File: config.mk
export PLATFORM = sky130hd
export DESIGN_NAME = gemm_tile_controller
export DESIGN_NICKNAME = d
export VERILOG_FILES = /design/src/rtl/gemm_tile_controller_pkg.sv /design/src/rtl/gemm_tile_controller_skew_mask.sv /design/src/rtl/gemm_tile_controller.sv
export SDC_FILE = /design/constraint.sdc
export NUM_CORES = 1
export LEC_CHECK = 0
export CAP_MARGIN = 30
export CORE_MARGIN = 2
export CORE_UTILIZATION = 62
export CTS_BUF_LIST = sky130_fd_sc_hd__clkbuf_8
export DETAILED_ROUTE_END_ITERATION = 8
export PLACE_DENSITY = 0.93
export SYNTH_ARGS = -nofsm -noshare
export SYNTH_HDL_FRONTEND = slang
export SYNTH_SLANG_ARGS = --single-unit
File: constraint.sdc
create_clock -name CLK -period 13.8 [get_ports CLK]
set_input_delay 2.76 -clock CLK [delete_from_list [all_inputs] [get_ports CLK]]
set_output_delay 2.76 -clock CLK [all_outputs]
set_load 0.01 [all_outputs]
File: src/rtl/gemm_tile_controller_pkg.sv
// Shared definitions for the GEMM tile controller.
//   state_t         : controller FSM encoding
//   comp_phase_len  : length of the compute phase for a given inner dimension
//   lane_cnt_width  : width needed to hold a valid-lane count 0..2**lanes_log2
package gemm_tile_controller_pkg;

  typedef enum logic [2:0] {
    ST_IDLE  = 3'd0,
    ST_LOAD  = 3'd1,
    ST_COMP  = 3'd2,
    ST_FLUSH = 3'd3,
    ST_DONE  = 3'd4
  } state_t;

  // The skewed wavefront needs K cycles for the first lane plus
  // (ROWS-1)+(COLS-1) extra cycles for the last diagonal to drain.
  function automatic logic [31:0] comp_phase_len(input logic [31:0] k,
                                                 input int          rows,
                                                 input int          cols);
    return k + 32'(rows) + 32'(cols) - 32'd2;
  endfunction

  function automatic int lane_cnt_width(input int lanes_log2);
    return lanes_log2 + 1;
  endfunction

endpackage

File: src/rtl/gemm_tile_controller_skew_mask.sv
// gemm_skew_mask: per-lane pop mask for the skewed operand FIFOs.
// Lane i pops on compute steps i .. i+K-1, provided the lane is valid
// (i < valid_cnt) for the current edge tile.
//   step      : compute-phase step counter
//   k_size    : inner dimension K of the job
//   valid_cnt : number of valid lanes in this tile
//   pop_mask  : one pop enable per lane
module gemm_skew_mask
  import gemm_tile_controller_pkg::*;
#(
  parameter int LANES  = 32,
  parameter int STEP_W = 11,
  parameter int K_W    = 9,
  parameter int CNT_W  = 6
) (
  input  logic [STEP_W-1:0] step,
  input  logic [K_W-1:0]    k_size,
  input  logic [CNT_W-1:0]  valid_cnt,
  output logic [LANES-1:0]  pop_mask
);

  always_comb begin
    pop_mask = '0;
    for (int i = 0; i < LANES; i++) begin
      if ((i < int'(valid_cnt)) &&
          (int'(step) >= i) &&
          (int'(step) < i + int'(k_size))) begin
        pop_mask[i] = 1'b1;
      end
    end
  end

endmodule

File: src/rtl/gemm_tile_controller.sv
// gemm_tile_controller: tile sequencer for the systolic PE array.
// Walks an MxK by KxN GEMM as ceil(M/ROWS) x ceil(N/COLS) output tiles
// (tile_col innermost). Per tile: LOAD (operand SRAM reads, FIFO pushes one
// cycle later), COMP (skewed FIFO pops + MAC enable), FLUSH (one output row
// per cycle, stalled by OUT_READY).
// Ports:
//   CLK, RST (async, active-high)
//   START, M_SIZE, K_SIZE, N_SIZE : job launch and dimensions
//   OUT_READY                      : output sink back-pressure
//   OPND1/2_SRAM_ADDR/RE           : operand SRAM reads
//   OUT_SRAM_ADDR/WE               : result SRAM writes
//   OPND1/2_FIFO_PUSHEs/POPEs      : per-lane operand FIFO strobes
//   ROWEs, COLEs                   : flush row select, valid-column mask
//   COMPUTE, FLUSH, STALL          : PE array control / stall indicator
//   BUSY, FINISHED                 : job status
// Optional: define GEMM_TILE_CTRL_PERF_EN to add PERF_BUSY_CYCLES and
// PERF_STALL_CYCLES saturating 32-bit counters.
module gemm_tile_controller
  import gemm_tile_controller_pkg::*;
#(
  parameter int PE_ARRAY_NUM_ROWS      = 32,
  parameter int PE_ARRAY_NUM_ROWS_LOG2 = 5,
  parameter int PE_ARRAY_NUM_COLS      = 32,
  parameter int PE_ARRAY_NUM_COLS_LOG2 = 5,
  parameter int MAX_M_SIZE_LOG2        = 9,
  parameter int MAX_K_SIZE_LOG2        = 9,
  parameter int MAX_N_SIZE_LOG2        = 9,
  parameter int OPND1_SRAM_AWIDTH      = 10,
  parameter int OPND2_SRAM_AWIDTH      = 10,
  parameter int OUT_SRAM_AWIDTH        = 10
) (
  input  logic                         CLK,
  input  logic                         RST,
  input  logic                         START,
  input  logic [MAX_M_SIZE_LOG2-1:0]   M_SIZE,
  input  logic [MAX_K_SIZE_LOG2-1:0]   K_SIZE,
  input  logic [MAX_N_SIZE_LOG2-1:0]   N_SIZE,
  input  logic                         OUT_READY,
  output logic [OPND1_SRAM_AWIDTH-1:0] OPND1_SRAM_ADDR,
  output logic [OPND2_SRAM_AWIDTH-1:0] OPND2_SRAM_ADDR,
  output logic                         OPND1_SRAM_RE,
  output logic                         OPND2_SRAM_RE,
  output logic [OUT_SRAM_AWIDTH-1:0]   OUT_SRAM_ADDR,
  output logic                         OUT_SRAM_WE,
  output logic [PE_ARRAY_NUM_ROWS-1:0] OPND1_FIFO_PUSHEs,
  output logic [PE_ARRAY_NUM_ROWS-1:0] OPND1_FIFO_POPEs,
  output logic [PE_ARRAY_NUM_COLS-1:0] OPND2_FIFO_PUSHEs,
  output logic [PE_ARRAY_NUM_COLS-1:0] OPND2_FIFO_POPEs,
  output logic [PE_ARRAY_NUM_ROWS-1:0] ROWEs,
  output logic [PE_ARRAY_NUM_COLS-1:0] COLEs,
  output logic                         COMPUTE,
  output logic                         FLUSH,
  output logic                         STALL,
  output logic                         BUSY,
  output logic                         FINISHED
`ifdef GEMM_TILE_CTRL_PERF_EN
  ,
  output logic [31:0]                  PERF_BUSY_CYCLES,
  output logic [31:0]                  PERF_STALL_CYCLES
`endif
);

  localparam int TR_W   = MAX_M_SIZE_LOG2 - PE_ARRAY_NUM_ROWS_LOG2 + 1;
  localparam int TC_W   = MAX_N_SIZE_LOG2 - PE_ARRAY_NUM_COLS_LOG2 + 1;
  localparam int STEP_W = MAX_K_SIZE_LOG2 + 2;
  localparam int VR_W   = lane_cnt_width(PE_ARRAY_NUM_ROWS_LOG2);
  localparam int VC_W   = lane_cnt_width(PE_ARRAY_NUM_COLS_LOG2);

  state_t                       state_q, state_d;
  logic [STEP_W-1:0]            step_q, step_d;
  logic [TR_W-1:0]              tile_row_q, tile_row_d;
  logic [TC_W-1:0]              tile_col_q, tile_col_d;

  logic [MAX_M_SIZE_LOG2-1:0]   m_q;
  logic [MAX_K_SIZE_LOG2-1:0]   k_q;
  logic [MAX_N_SIZE_LOG2-1:0]   n_q;
  logic [TR_W-1:0]              tm_q;
  logic [TC_W-1:0]              tn_q;

  logic [PE_ARRAY_NUM_ROWS-1:0] opnd1_push_p1;
  logic [PE_ARRAY_NUM_COLS-1:0] opnd2_push_p1;

  logic [31:0]                  row_rem, col_rem;
  logic [VR_W-1:0]              vr;
  logic [VC_W-1:0]              vc;
  logic [PE_ARRAY_NUM_ROWS-1:0] row_mask, row_pop;
  logic [PE_ARRAY_NUM_COLS-1:0] col_mask, col_pop;

  logic start_ok, last_load, last_comp, last_flush_row, last_tile_col, last_tile_row;

  // Edge-tile valid lane counts
  assign row_rem = 32'(m_q) - 32'(tile_row_q) * 32'(PE_ARRAY_NUM_ROWS);
  assign col_rem = 32'(n_q) - 32'(tile_col_q) * 32'(PE_ARRAY_NUM_COLS);
  assign vr = (row_rem >= 32'(PE_ARRAY_NUM_ROWS)) ? VR_W'(PE_ARRAY_NUM_ROWS) : VR_W'(row_rem);
  assign vc = (col_rem >= 32'(PE_ARRAY_NUM_COLS)) ? VC_W'(PE_ARRAY_NUM_COLS) : VC_W'(col_rem);

  always_comb begin
    row_mask = '0;
    for (int i = 0; i < PE_ARRAY_NUM_ROWS; i++) row_mask[i] = (i < int'(vr));
  end

  always_comb begin
    col_mask = '0;
    for (int j = 0; j < PE_ARRAY_NUM_COLS; j++) col_mask[j] = (j < int'(vc));
  end

  gemm_skew_mask #(
    .LANES  (PE_ARRAY_NUM_ROWS),
    .STEP_W (STEP_W),
    .K_W    (MAX_K_SIZE_LOG2),
    .CNT_W  (VR_W)
  ) u_row_skew (
    .step      (step_q),
    .k_size    (k_q),
    .valid_cnt (vr),
    .pop_mask  (row_pop)
  );

  gemm_skew_mask #(
    .LANES  (PE_ARRAY_NUM_COLS),
    .STEP_W (STEP_W),
    .K_W    (MAX_K_SIZE_LOG2),
    .CNT_W  (VC_W)
  ) u_col_skew (
    .step      (step_q),
    .k_size    (k_q),
    .valid_cnt (vc),
    .pop_mask  (col_pop)
  );

  assign start_ok       = START && (M_SIZE != '0) && (K_SIZE != '0) && (N_SIZE != '0);
  assign last_load      = (32'(step_q) == 32'(k_q) - 32'd1);
  assign last_comp      = (32'(step_q) ==
                           comp_phase_len(32'(k_q), PE_ARRAY_NUM_ROWS, PE_ARRAY_NUM_COLS) - 32'd1);
  assign last_flush_row = (32'(step_q) == 32'(vr) - 32'd1);
  assign last_tile_col  = (32'(tile_col_q) == 32'(tn_q) - 32'd1);
  assign last_tile_row  = (32'(tile_row_q) == 32'(tm_q) - 32'd1);

  // Job configuration: captured once per accepted START, no reset needed
  always_ff @(posedge CLK) begin
    if ((state_q == ST_IDLE) && START) begin
      m_q  <= M_SIZE;
      k_q  <= K_SIZE;
      n_q  <= N_SIZE;
      tm_q <= TR_W'((32'(M_SIZE) + 32'(PE_ARRAY_NUM_ROWS) - 32'd1) >> PE_ARRAY_NUM_ROWS_LOG2);
      tn_q <= TC_W'((32'(N_SIZE) + 32'(PE_ARRAY_NUM_COLS) - 32'd1) >> PE_ARRAY_NUM_COLS_LOG2);
    end
  end

  // FSM state and sequencing counters
  always_ff @(posedge CLK or posedge RST) begin
    if (RST) begin
      state_q    <= ST_IDLE;
      step_q     <= '0;
      tile_row_q <= '0;
      tile_col_q <= '0;
    end else begin
      state_q    <= state_d;
      step_q     <= step_d;
      tile_row_q <= tile_row_d;
      tile_col_q <= tile_col_d;
    end
  end

  // p1: FIFO pushes trail the SRAM read by its one-cycle latency
  always_ff @(posedge CLK or posedge RST) begin
    if (RST) begin
      opnd1_push_p1 <= '0;
      opnd2_push_p1 <= '0;
    end else begin
      opnd1_push_p1 <= (state_q == ST_LOAD) ? row_mask : '0;
      opnd2_push_p1 <= (state_q == ST_LOAD) ? col_mask : '0;
    end
  end

  assign OPND1_FIFO_PUSHEs = opnd1_push_p1;
  assign OPND2_FIFO_PUSHEs = opnd2_push_p1;

  always_comb begin
    state_d         = state_q;
    step_d          = step_q;
    tile_row_d      = tile_row_q;
    tile_col_d      = tile_col_q;
    OPND1_SRAM_ADDR = '0;
    OPND2_SRAM_ADDR = '0;
    OPND1_SRAM_RE   = 1'b0;
    OPND2_SRAM_RE   = 1'b0;
    OUT_SRAM_ADDR   = '0;
    OUT_SRAM_WE     = 1'b0;
    OPND1_FIFO_POPEs = '0;
    OPND2_FIFO_POPEs = '0;
    ROWEs           = '0;
    COLEs           = '0;
    COMPUTE         = 1'b0;
    FLUSH           = 1'b0;
    STALL           = 1'b0;
    BUSY            = (state_q != ST_IDLE);
    FINISHED        = (state_q == ST_DONE);

    unique case (state_q)
      ST_IDLE: begin
        if (START) begin
          step_d     = '0;
          tile_row_d = '0;
          tile_col_d = '0;
          state_d    = start_ok ? ST_LOAD : ST_DONE;
        end
      end

      ST_LOAD: begin
        OPND1_SRAM_ADDR = OPND1_SRAM_AWIDTH'(32'(tile_row_q) * 32'(k_q) + 32'(step_q));
        OPND2_SRAM_ADDR = OPND2_SRAM_AWIDTH'(32'(tile_col_q) * 32'(k_q) + 32'(step_q));
        OPND1_SRAM_RE   = 1'b1;
        OPND2_SRAM_RE   = 1'b1;
        if (last_load) begin
          step_d  = '0;
          state_d = ST_COMP;
        end else begin
          step_d = step_q + STEP_W'(1);
        end
      end

      ST_COMP: begin
        COMPUTE          = 1'b1;
        OPND1_FIFO_POPEs = row_pop;
        OPND2_FIFO_POPEs = col_pop;
        if (last_comp) begin
          step_d  = '0;
          state_d = ST_FLUSH;
        end else begin
          step_d = step_q + STEP_W'(1);
        end
      end

      ST_FLUSH: begin
        // Address and column mask stay presented while stalled so the
        // sink sees a stable row once it becomes ready.
        OUT_SRAM_ADDR = OUT_SRAM_AWIDTH'((32'(tile_row_q) * 32'(PE_ARRAY_NUM_ROWS) + 32'(step_q))
                                         * 32'(tn_q) + 32'(tile_col_q));
        COLEs = col_mask;
        if (OUT_READY) begin
          FLUSH       = 1'b1;
          OUT_SRAM_WE = 1'b1;
          ROWEs       = PE_ARRAY_NUM_ROWS'(1) << step_q;
          if (last_flush_row) begin
            step_d = '0;
            if (last_tile_col) begin
              tile_col_d = '0;
              if (last_tile_row) begin
                state_d = ST_DONE;
              end else begin
                tile_row_d = tile_row_q + TR_W'(1);
                state_d    = ST_LOAD;
              end
            end else begin
              tile_col_d = tile_col_q + TC_W'(1);
              state_d    = ST_LOAD;
            end
          end else begin
            step_d = step_q + STEP_W'(1);
          end
        end else begin
          STALL = 1'b1;
        end
      end

      ST_DONE: begin
        state_d = ST_IDLE;
      end

      default: begin
        state_d = ST_IDLE;
      end
    endcase
  end

`ifdef GEMM_TILE_CTRL_PERF_EN
  always_ff @(posedge CLK or posedge RST) begin
    if (RST) begin
      PERF_BUSY_CYCLES  <= '0;
      PERF_STALL_CYCLES <= '0;
    end else if ((state_q == ST_IDLE) && START) begin
      PERF_BUSY_CYCLES  <= '0;
      PERF_STALL_CYCLES <= '0;
    end else begin
      if (BUSY && (PERF_BUSY_CYCLES != 32'hFFFF_FFFF))
        PERF_BUSY_CYCLES <= PERF_BUSY_CYCLES + 32'd1;
      if (STALL && (PERF_STALL_CYCLES != 32'hFFFF_FFFF))
        PERF_STALL_CYCLES <= PERF_STALL_CYCLES + 32'd1;
    end
  end
`endif

endmodule
; ---- Yosys cells after proc, flatten, opt, wreduce, memory -nomap -nowiden
; Cells that the tools add are included.
[classes]
n_eq_ne = 16
reduce_logical = 141
n_div = 0
mul = 3
n_lt_le_gt_ge = 129
n_addsub = 52
n_mux = 107
bitwise_logic = 0
shifts = 1
[op_table]
columns = operator, n
row1 = 11-bit by 10-bit less-than comparator with 1-bit output, 31
row2 = 32-bit 2-to-1 mux, 7
row3 = "5-bit by 6-bit less-than comparator with 1-bit output, first input constant", 32
row4 = "11-bit by 5-bit >= comparator with 1-bit output, second input constant", 16
row5 = "5-bit by 9-bit adder with 10-bit output, first input constant", 16
row6 = 1-bit logical AND, 130
row7 = 11-bit by 32-bit == test with 1-bit output, 3
row8 = "4-bit by 6-bit less-than comparator with 1-bit output, first input constant", 16
row9 = "11-bit by 4-bit >= comparator with 1-bit output, second input constant", 8
row10 = "4-bit by 9-bit adder with 10-bit output, first input constant", 8
row11 = 1-bit 2-to-1 mux, 70
row12 = 5-bit by 32-bit == test with 1-bit output, 2
row13 = "32-bit by 6-bit >= comparator with 1-bit output, second input constant", 2
row14 = 11-bit 2-to-1 mux, 5
row15 = "3-bit by 6-bit less-than comparator with 1-bit output, first input constant", 8
row16 = "11-bit by 3-bit >= comparator with 1-bit output, second input constant", 4
row17 = 11-bit one-hot mux with 4 select lines, 1
row18 = "3-bit by 9-bit adder with 10-bit output, first input constant", 4
row19 = 5-bit 2-to-1 mux, 8
row20 = "1-bit by 11-bit left shift with 32-bit output, first input constant", 1
row21 = "9-bit by 6-bit adder with 10-bit output, second input constant", 3
row22 = 10-bit 2-to-1 mux, 3
row23 = 9-bit nonzero test, 3
row24 = "1-bit by 6-bit less-than comparator with 1-bit output, first input constant", 4
row25 = other kinds (37), 64
[totals]
rom_bits = 0
word_cells = 460
latch_bits = 0
ram_bits = 0
output_inout_bits = 230
inputBits = 31
register_bits = 125
mem_count = 0

; ---- Logic depth before layout (Yosys ltp)
; Gate-level depths: netlist of the first run.
[logic_depth]
ltp_word = 8
depth_mapped = 20
depth_no_buf = 17

; ---- By module
; A second synthesis of the first run with hierarchy kept.
[unflattened]
hier_cells = 3645
hier_area_um2 = 28379.7
[by_module_without_submodules]
columns = mod, instances, cells_per_inst, area_per_inst_um2, seq_area_each_um2
row1 = gemm_tile_controller, 1, 1349, 11452.2, 3313.2
row2 = gemm_skew_mask (u_col_skew), 1, 1159, 8520.7, 0.0
row3 = gemm_skew_mask (u_row_skew), 1, 1137, 8406.8, 0.0

; ---- Worst setup path after synthesis of the first run
; Ideal clock, no wire load.
[synth_path]
kind = register -> output
from = register step_q[2]
to = output OUT_SRAM_ADDR[9]
t_arrival_ns = 4.341
path_stages_with_launch = 19
required_ns = 11.040
n_path_buf = 3
slack_ns = 6.699
cell_sequence = dfrtp_1 > clkbuf_1 > clkbuf_1 > clkbuf_1 > and2_1 > fa_1 > ha_1 > inv_1 > fa_1 > inv_1 > ha_1 > a21o_1 > a21oi_1 > o21bai_1 > a21oi_1 > o21bai_1 > a21oi_1 > xnor2_1 > nor2_1
[synth_between]
elab_chain_len = 4
[synth_rtl]
columns = element, line
row1 = "start, declared", gemm_tile_controller.sv:70  ; logic [STEP_W-1:0] step_q, step_d;
row2 = "start signal, assigned", gemm_tile_controller.sv:159  ; step_q <= step_d;
row3 = 10-bit by 11-bit adder with 12-bit output, gemm_tile_controller.sv:238  ; OUT_SRAM_ADDR = OUT_SRAM_AWIDTH'((32'(tile_row_q) * 32'(PE_ARRAY_NUM_ROWS) + 32'(step_q))
row4 = 12-bit by 5-bit multiplier with 10-bit output, gemm_tile_controller.sv:239  ; * 32'(tn_q) + 32'(tile_col_q));
row5 = 10-bit by 5-bit adder with 10-bit output, gemm_tile_controller.sv:239
row6 = 10-bit 2-to-1 mux, gemm_tile_controller.sv:200  ; unique case (state_q)
row7 = "end, declared", gemm_tile_controller.sv:43  ; output logic [OUT_SRAM_AWIDTH-1:0] OUT_SRAM_ADDR,
; Every way passes these cells.

; ---- Worst setup path in the final report of the first run
[layout_path]
from = register k_q[4]
to = output OPND1_FIFO_POPEs[26]
[layout_between]
elab_chain_len = 5
[layout_rtl]
columns = element, line
row1 = "start, declared", gemm_tile_controller.sv:75  ; logic [MAX_K_SIZE_LOG2-1:0] k_q;
row2 = "start signal, assigned", gemm_tile_controller.sv:143  ; k_q <= K_SIZE;
row3 = 5-bit by 9-bit adder with 10-bit output, gemm_tile_controller_skew_mask.sv:27  ; (int'(step) < i + int'(k_size))) begin
row4 = 11-bit by 10-bit less-than comparator with 1-bit output, gemm_tile_controller_skew_mask.sv:27
row5 = 1-bit logical AND, gemm_tile_controller_skew_mask.sv:26  ; (int'(step) >= i) &&
row6 = 1-bit 2-to-1 mux, gemm_tile_controller_skew_mask.sv:25  ; if ((i < int'(valid_cnt)) &&
row7 = 32-bit 2-to-1 mux, gemm_tile_controller.sv:200
row8 = "end, declared", gemm_tile_controller.sv:46  ; output logic [PE_ARRAY_NUM_ROWS-1:0] OPND1_FIFO_POPEs,
; Every way passes these cells.

==> results of run 1 <==
-- cells by family after synthesis --
family          synth area share
mux                      0.00275
simple gates               0.196
flops                      0.178
fa+ha+maj                  0.286
buf+inv                   0.0611
xor+xnor                   0.108
compound gates             0.168
-- metal layers --
layer,vias to the layer above,part of all wire
li1,8216,-
met1,9058,0.35
met2,1561,0.45
met3,454,0.12
met4,0,0.085
met5,-,0
-- sequential cells by signal, summed over array words and instances, names as in the netlist --
signal             flops
tm_q                   5
step_q                11
OPND2_FIFO_PUSHEs     32
state_q                3
OPND1_FIFO_PUSHEs     32
k_q                    9
tn_q                   5
tile_row_q             5
tile_col_q             5
m_q                    9
n_q                    9
-- Yosys cell counts (11+ instances only) --
cell type / n / area [µm²]
nor2_1: 291 / 1090
ha_1: 308 / 3850
o211ai_1: 15 / 113
nor2b_1: 34 / 213
or3_1: 20 / 125
a21boi_0: 19 / 143
fa_1: 74 / 1480
xnor2_1: 201 / 1760
inv_1: 166 / 623
xor2_1: 27 / 236
a2111oi_0: 11 / 96.3
nor3_1: 33 / 165
nand3_1: 33 / 165
nor3b_1: 21 / 158
o21a_1: 67 / 503
a21oi_1: 136 / 681
a21o_1: 45 / 338
dfrtp_1: 88 / 2200
edfxtp_1: 37 / 1110
a211oi_1: 16 / 120
nor4_1: 15 / 93.8
clkbuf_1: 95 / 357
and3_1: 11 / 68.8
nand2_1: 210 / 788
nand2b_1: 35 / 219
o21ai_0: 101 / 505
buf_1: 25 / 93.8
and2_1: 49 / 307
a31oi_1: 14 / 87.6
-- where the power goes --
group / internal, µW / total (µW) / leakage, µW / switching [µW]
logic: 900 / 2100 / 0.00813 / 1200
registers: 497 / 600 / 0.00147 / 103
clock network: 153 / 344 / 0.000206 / 192
-- through the flow --
stage	cell area (µm²)	setup WS, ns	util
6_report	21900	5.58	0.740
5_1_grt	21900	5.38	0.740
4_1_cts	21900	5.71	0.740
3_5_place_dp	21500	5.92	0.726
3_3_place_gp	21500	5.97	0.725
2_1_floorplan	18700	6.70	-
-- worst register-to-register path, stage by stage (launching register included) --
cell and delay, ns:
dfrtp_1 0.77, inv_1 0.32, ha_1 0.37, nor2b_1 0.13
o21ai_0 0.17, a211oi_4 0.34, buf_4 0.37, and2_1 0.28
inv_1 0.11, ha_1 0.32, nand3_1 0.14, o21ai_0 0.13
a21o_1 0.26, a2111oi_2 0.63, a31oi_2 0.32, a211oi_2 0.38
or2_1 0.30, o32ai_1 0.15
-- final cells by class --
type,count,area share
Clock inverter,15,0.00747
Timing Repair Buffer,295,0.131
Sequential cell,125,0.151
Clock buffer,17,0.0107
Inverter,172,0.0295
Tap cell,390,0.0222
Multi-Input combinational cell,1888,0.648
-- how the worst min path moves through the flow --
stage,from,endpoint,slack [ns],depth (start not counted)
finish,state_q[2],state_q[1],0.60,1
global route,step_q[7],step_q[7],0.64,1
CTS,state_q[2],state_q[1],0.58,1
detailed placement,state_q[2],state_q[1],0.57,1
global placement,state_q[2],state_q[1],0.56,1
floorplan,state_q[2],state_q[1],0.49,1
==> results.sh, run 1 <==
export IMPL_cts_buffers=17
export IMPL_drtIter0Drc=2625
export IMPL_grt_max_degree=78
export IMPL_r2r_cells=17
export IMPL_r2r_end="step_q[5]"
export IMPL_critPathMaxStageDelay_ns=0.70
export IMPL_diodes=0
export IMPL_first_global_vias=18900
export IMPL_hold_path_class="register to register"
export IMPL_vdd_drop_max_mv=0.144
export IMPL_die_h_um=177
export IMPL_synth_ff_type="dfrtp_1"
export IMPL_dp_cells=2868
export IMPL_multiInputGateArea_mm2=0.0142
export IMPL_grt_util_met1=0.515
export IMPL_rsz0062_at_grt="false"
export IMPL_dp_hpwl_um=49600
export IMPL_area_growth_pct=17.6
export IMPL_critPathCapture="OPND1_FIFO_POPEs[26]"
export IMPL_coreArea_mm2=0.0296
export IMPL_worstMarginPinSlew_ns=1.19
export IMPL_antenna_found_initial=1
export IMPL_met2_usage=0.682
export IMPL_crit_path_start="k_q[4]"
export IMPL_rrSetupSlack_ns=8.13
export IMPL_dr_pass1_iters=8
export IMPL_cts_setup_buffers=0
export IMPL_r2r_start="tile_row_q[1]"
export IMPL_finalHoldViolations=0
export IMPL_clock_sinks=125
export IMPL_outcome="completed"
export IMPL_synth_seq_area_share=0.178
export IMPL_cts_buffer_depth=2
export IMPL_ff_latch_area_mm2=0.00332
export IMPL_cts_hold_buf=0
export IMPL_insertion_delay_ns=0.49
export IMPL_drv_cap=0
export IMPL_grtUsageTotal=0.432
export IMPL_wire_per_inst_um=23.5
export IMPL_final_cell_mix="ha_1 (308), nor2_1 (289), clkdlybuf4s50_1 (260)"
export IMPL_timing_hold_ws_ns=0.599
export IMPL_p_leak_uw=0.00981
export IMPL_synthesis_nets=2724
export IMPL_path_delay_family="buffers and inverters"
export IMPL_clk_pin_slew_ns=0.10
export IMPL_dieArea_mm2=0.0315
export IMPL_slowest_stage="inv_1"
export IMPL_vias=19300
export IMPL_yosysWarningCount=0
export IMPL_worst_clock_skew_ns=0.0217
export IMPL_nets=2912
export IMPL_busiest_layer="met2"
export IMPL_grt_ovfl_total=0
export IMPL_yosysUniqueCellTypes=76
export IMPL_p_total_uw=3040
export IMPL_post_route_drc_count=0
export IMPL_worstPathRequired_ns=11.04
export IMPL_fin_crit_ns=8.22
export IMPL_setup_viol=0
export IMPL_end_kind="primary output"
export IMPL_cts_tree="built"
export IMPL_slew_violations=0
export IMPL_crit_path_start_kind="register"
export IMPL_met3_usage=0.102
export IMPL_cp_depth=14
export IMPL_routabilityCongestion=0.984
export IMPL_async_reset_ff_frac=0.704
export IMPL_synth_edf_count=37
export IMPL_cts_resized=0
export IMPL_path_buf_inv=4
export IMPL_h_tree_depth=4
export IMPL_finalSetupTns_ns=0
export IMPL_power_density_mw_per_mm2=139
export IMPL_port_buffers=260
export IMPL_path_class="register to primary output"
export IMPL_synth_area_mm2=0.0187
export IMPL_clock_root_buffer="clkbuf_8"
export IMPL_grt_pass1_wl_um=104000
export IMPL_max_freq_mhz=122
export IMPL_worst_endpoint_arrival_ns=5.46
export IMPL_period_share=0.596
export IMPL_path_cells="buf_4 -> inv_1 -> ha_1 -> inv_1 -> a21oi_1 -> nor2_1 -> xnor2_1 -> ha_1 -> a21oi_1 -> nor2b_1 -> a2111oi_0 -> o21ai_0 -> a21oi_1 -> clkdlybuf4s50_1"
export IMPL_initial_utilization=0.629
export IMPL_io_pins=261
export IMPL_std_cell_rows=63
export IMPL_maxSlewHeadroom=0.206
export IMPL_worstPathMaxFanout=28
export IMPL_final_common_cell="ha_1"
export IMPL_synth_seq_cells=125
export IMPL_crit_top_cell="a21oi_1"
export IMPL_drive_gt1_frac=0.0378
export IMPL_syn_area_per_cell_um2=8.07
export IMPL_synthCells=2311
export IMPL_ant_nets=0
export IMPL_fillers=2243
export IMPL_wl_um=68300
export IMPL_die_w_um=177
export IMPL_stdcell_count=2902
export IMPL_vias_per_cell=6.65
(Power assumes the default switching activity.)
==> inputs of run 2 (changes only) <==
--- a/config.mk
+++ b/config.mk
@@ -7,10 +7,10 @@
 export LEC_CHECK = 0
 export CAP_MARGIN = 30
 export CORE_MARGIN = 2
-export CORE_UTILIZATION = 62
+export CORE_UTILIZATION = 58
 export CTS_BUF_LIST = sky130_fd_sc_hd__clkbuf_8
 export DETAILED_ROUTE_END_ITERATION = 8
-export PLACE_DENSITY = 0.93
+export PLACE_DENSITY = 0.88
 export SYNTH_ARGS = -nofsm -noshare
 export SYNTH_HDL_FRONTEND = slang
 export SYNTH_SLANG_ARGS = --single-unit
==> constraint.sdc (replaced) <==
create_clock -name CLK -period 8.3 [get_ports CLK]
set_input_delay 1.66 -clock CLK [delete_from_list [all_inputs] [get_ports CLK]]
set_output_delay 1.66 -clock CLK [all_outputs]
set_load 0.01 [all_outputs]
==> results.sh, run 2 (synthesis gave the netlist of run 1 again) <==
export IMPL_vdd_drop_max_mv=0.487
export IMPL_coreArea_mm2=0.0316
export IMPL_post_route_drc_count=0
export IMPL_insertion_delay_ns=0.52
export IMPL_multiInputGateArea_mm2=0.0142
export IMPL_grt_max_degree=78
export IMPL_met2_usage=0.647
export IMPL_clk_pin_slew_ns=0.08
export IMPL_path_buf_inv=2
export IMPL_grt_util_met1=0.464
export IMPL_die_w_um=183
export IMPL_worst_clock_skew_ns=0.0169
export IMPL_worstPathRequired_ns=6.64
export IMPL_rsz0062_at_grt="false"
export IMPL_rrSetupSlack_ns=2.37
export IMPL_std_cell_rows=65
export IMPL_area_growth_pct=18.2
export IMPL_finalSetupTns_ns=0
export IMPL_drtIter0Drc=2171
export IMPL_ant_nets=0
export IMPL_cts_buffers=17
export IMPL_die_h_um=183
export IMPL_r2r_start="tile_row_q[1]"
export IMPL_grtUsageTotal=0.399
export IMPL_worstPathMaxFanout=18
export IMPL_crit_path_start="k_q[3]"
export IMPL_path_delay_family="simple AND/OR/NAND/NOR gates"
export IMPL_hold_start="state_q[2]"
export IMPL_stdcell_count=2918
export IMPL_clock_root_buffer="clkbuf_8"
export IMPL_fillers=2465
export IMPL_slowest_stage="ha_1"
export IMPL_drv_cap=0
export IMPL_grt_ovfl_total=0
export IMPL_worstMarginPinSlew_ns=1.03
export IMPL_path_class="register to primary output"
export IMPL_p_leak_uw=0.00986
export IMPL_period_share=0.847
export IMPL_diodes=0
export IMPL_vias_per_cell=6.46
export IMPL_vias=18800
export IMPL_busiest_layer="met2"
export IMPL_antenna_found_initial=2
export IMPL_clock_sinks=125
export IMPL_cts_tree="built"
export IMPL_drive_gt1_frac=0.0390
export IMPL_crit_path_start_kind="register"
export IMPL_power_density_mw_per_mm2=231
export IMPL_dr_pass1_iters=8
export IMPL_dp_cells=2885
export IMPL_io_pins=261
export IMPL_end_kind="primary output"
export IMPL_cts_setup_buffers=0
export IMPL_grt_pass1_wl_um=103000
export IMPL_dieArea_mm2=0.0336
export IMPL_cts_hold_buf=0
export IMPL_final_cell_mix="ha_1 (308), nor2_1 (289), clkdlybuf4s50_1 (260)"
export IMPL_cts_buffer_depth=2
export IMPL_path_cells="buf_4 -> ha_1 -> and3_1 -> nand2_1 -> xnor2_1 -> ha_1 -> a21oi_1 -> nor2b_1 -> or4_1 -> a41oi_1 -> nor2b_1 -> clkdlybuf4s50_1"
export IMPL_outcome="completed"
export IMPL_ff_latch_area_mm2=0.00331
export IMPL_max_freq_mhz=142
export IMPL_met3_usage=0.105
export IMPL_wl_um=67100
export IMPL_fin_crit_ns=7.03
export IMPL_maxSlewHeadroom=0.293
export IMPL_cts_resized=0
export IMPL_initial_utilization=0.590
export IMPL_p_total_uw=5100
export IMPL_h_tree_depth=4
export IMPL_final_common_cell="ha_1"
export IMPL_finalHoldViolations=0
export IMPL_routabilityCongestion=0.981
export IMPL_nets=2916
export IMPL_setup_viol=0
export IMPL_critPathMaxStageDelay_ns=0.76
export IMPL_worst_endpoint_arrival_ns=5.37
export IMPL_dp_hpwl_um=50600
export IMPL_wire_per_inst_um=23.0
export IMPL_port_buffers=260
export IMPL_slew_violations=0
export IMPL_hold_path_class="register to register"
export IMPL_first_global_vias=18600
## run 2: cell types whose count changed in the layout (fill, tap and decap cells not counted), sizes merged
cell,delta
clkinv,+5
buf,+5
inv,-7
clkbuf,-1
bufinv,+3
clkinvlp,-1
## run 2: worst paths after layout
| path | endpoint | depth (start not counted) |
|---|---|---|
| max reg2reg | step_q[6] | 16 |
| min reg2reg | state_q[1] | 1 |
| min | state_q[1] | 1 |
| max | OPND1_FIFO_POPEs[5] | 12 |
| min in group asynchronous | OPND1_FIFO_PUSHEs[23] | 2 |
| max in group asynchronous | step_q[5] | 3 |
## run 2: metal layers
metal / routed length (µm) / up-vias
met5: 12 / -
met4: 5260 / 2
met3: 7150 / 380
met2: 30500 / 1285
met1: 24200 / 8946
li1: - / 8226
## run 2: power by group
part	switching, µW	total (µW)	internal, µW
Clock	298	635	337
Sequential	188	1010	826
Combinational	1950	3450	1500
## run 2: cell type report
type / count / share of cell area
Multi-Input combinational cell: 1888 / 0.645
Sequential cell: 125 / 0.150
Timing Repair Buffer: 299 / 0.132
Inverter: 172 / 0.0293
Tap cell: 402 / 0.0228
Clock buffer: 17 / 0.0106
Clock inverter: 15 / 0.0103
## run 2: through the flow
step / hold slack (ns) / instance area (µm²) / util / worst slack, ns
after floorplan: 0.491 / 18700 / - / 2.30
after global placement: 0.605 / 21500 / 0.681 / 2.00
after detailed placement: 0.626 / 21600 / 0.682 / 1.96
after CTS: 0.632 / 22000 / 0.696 / 1.38
after global routing: 0.674 / 22000 / 0.697 / 1.13
final: 0.640 / 22000 / 0.697 / 1.27
## run 2: worst register-to-register path, cell delays in order (launching register included)
cell and delay [ns]:
dfrtp_1 0.74, inv_1 0.29, ha_1 0.37, nor2b_1 0.15, o21ai_0 0.16, a211oi_4 0.82, buf_4 0.32, and2_1 0.22
inv_1 0.11, ha_1 0.31, nand3_1 0.12, o21ai_0 0.09, a21o_1 0.22, a2111oi_2 0.69, a31oi_2 0.32, nor3_2 0.62
o21ai_0 0.22
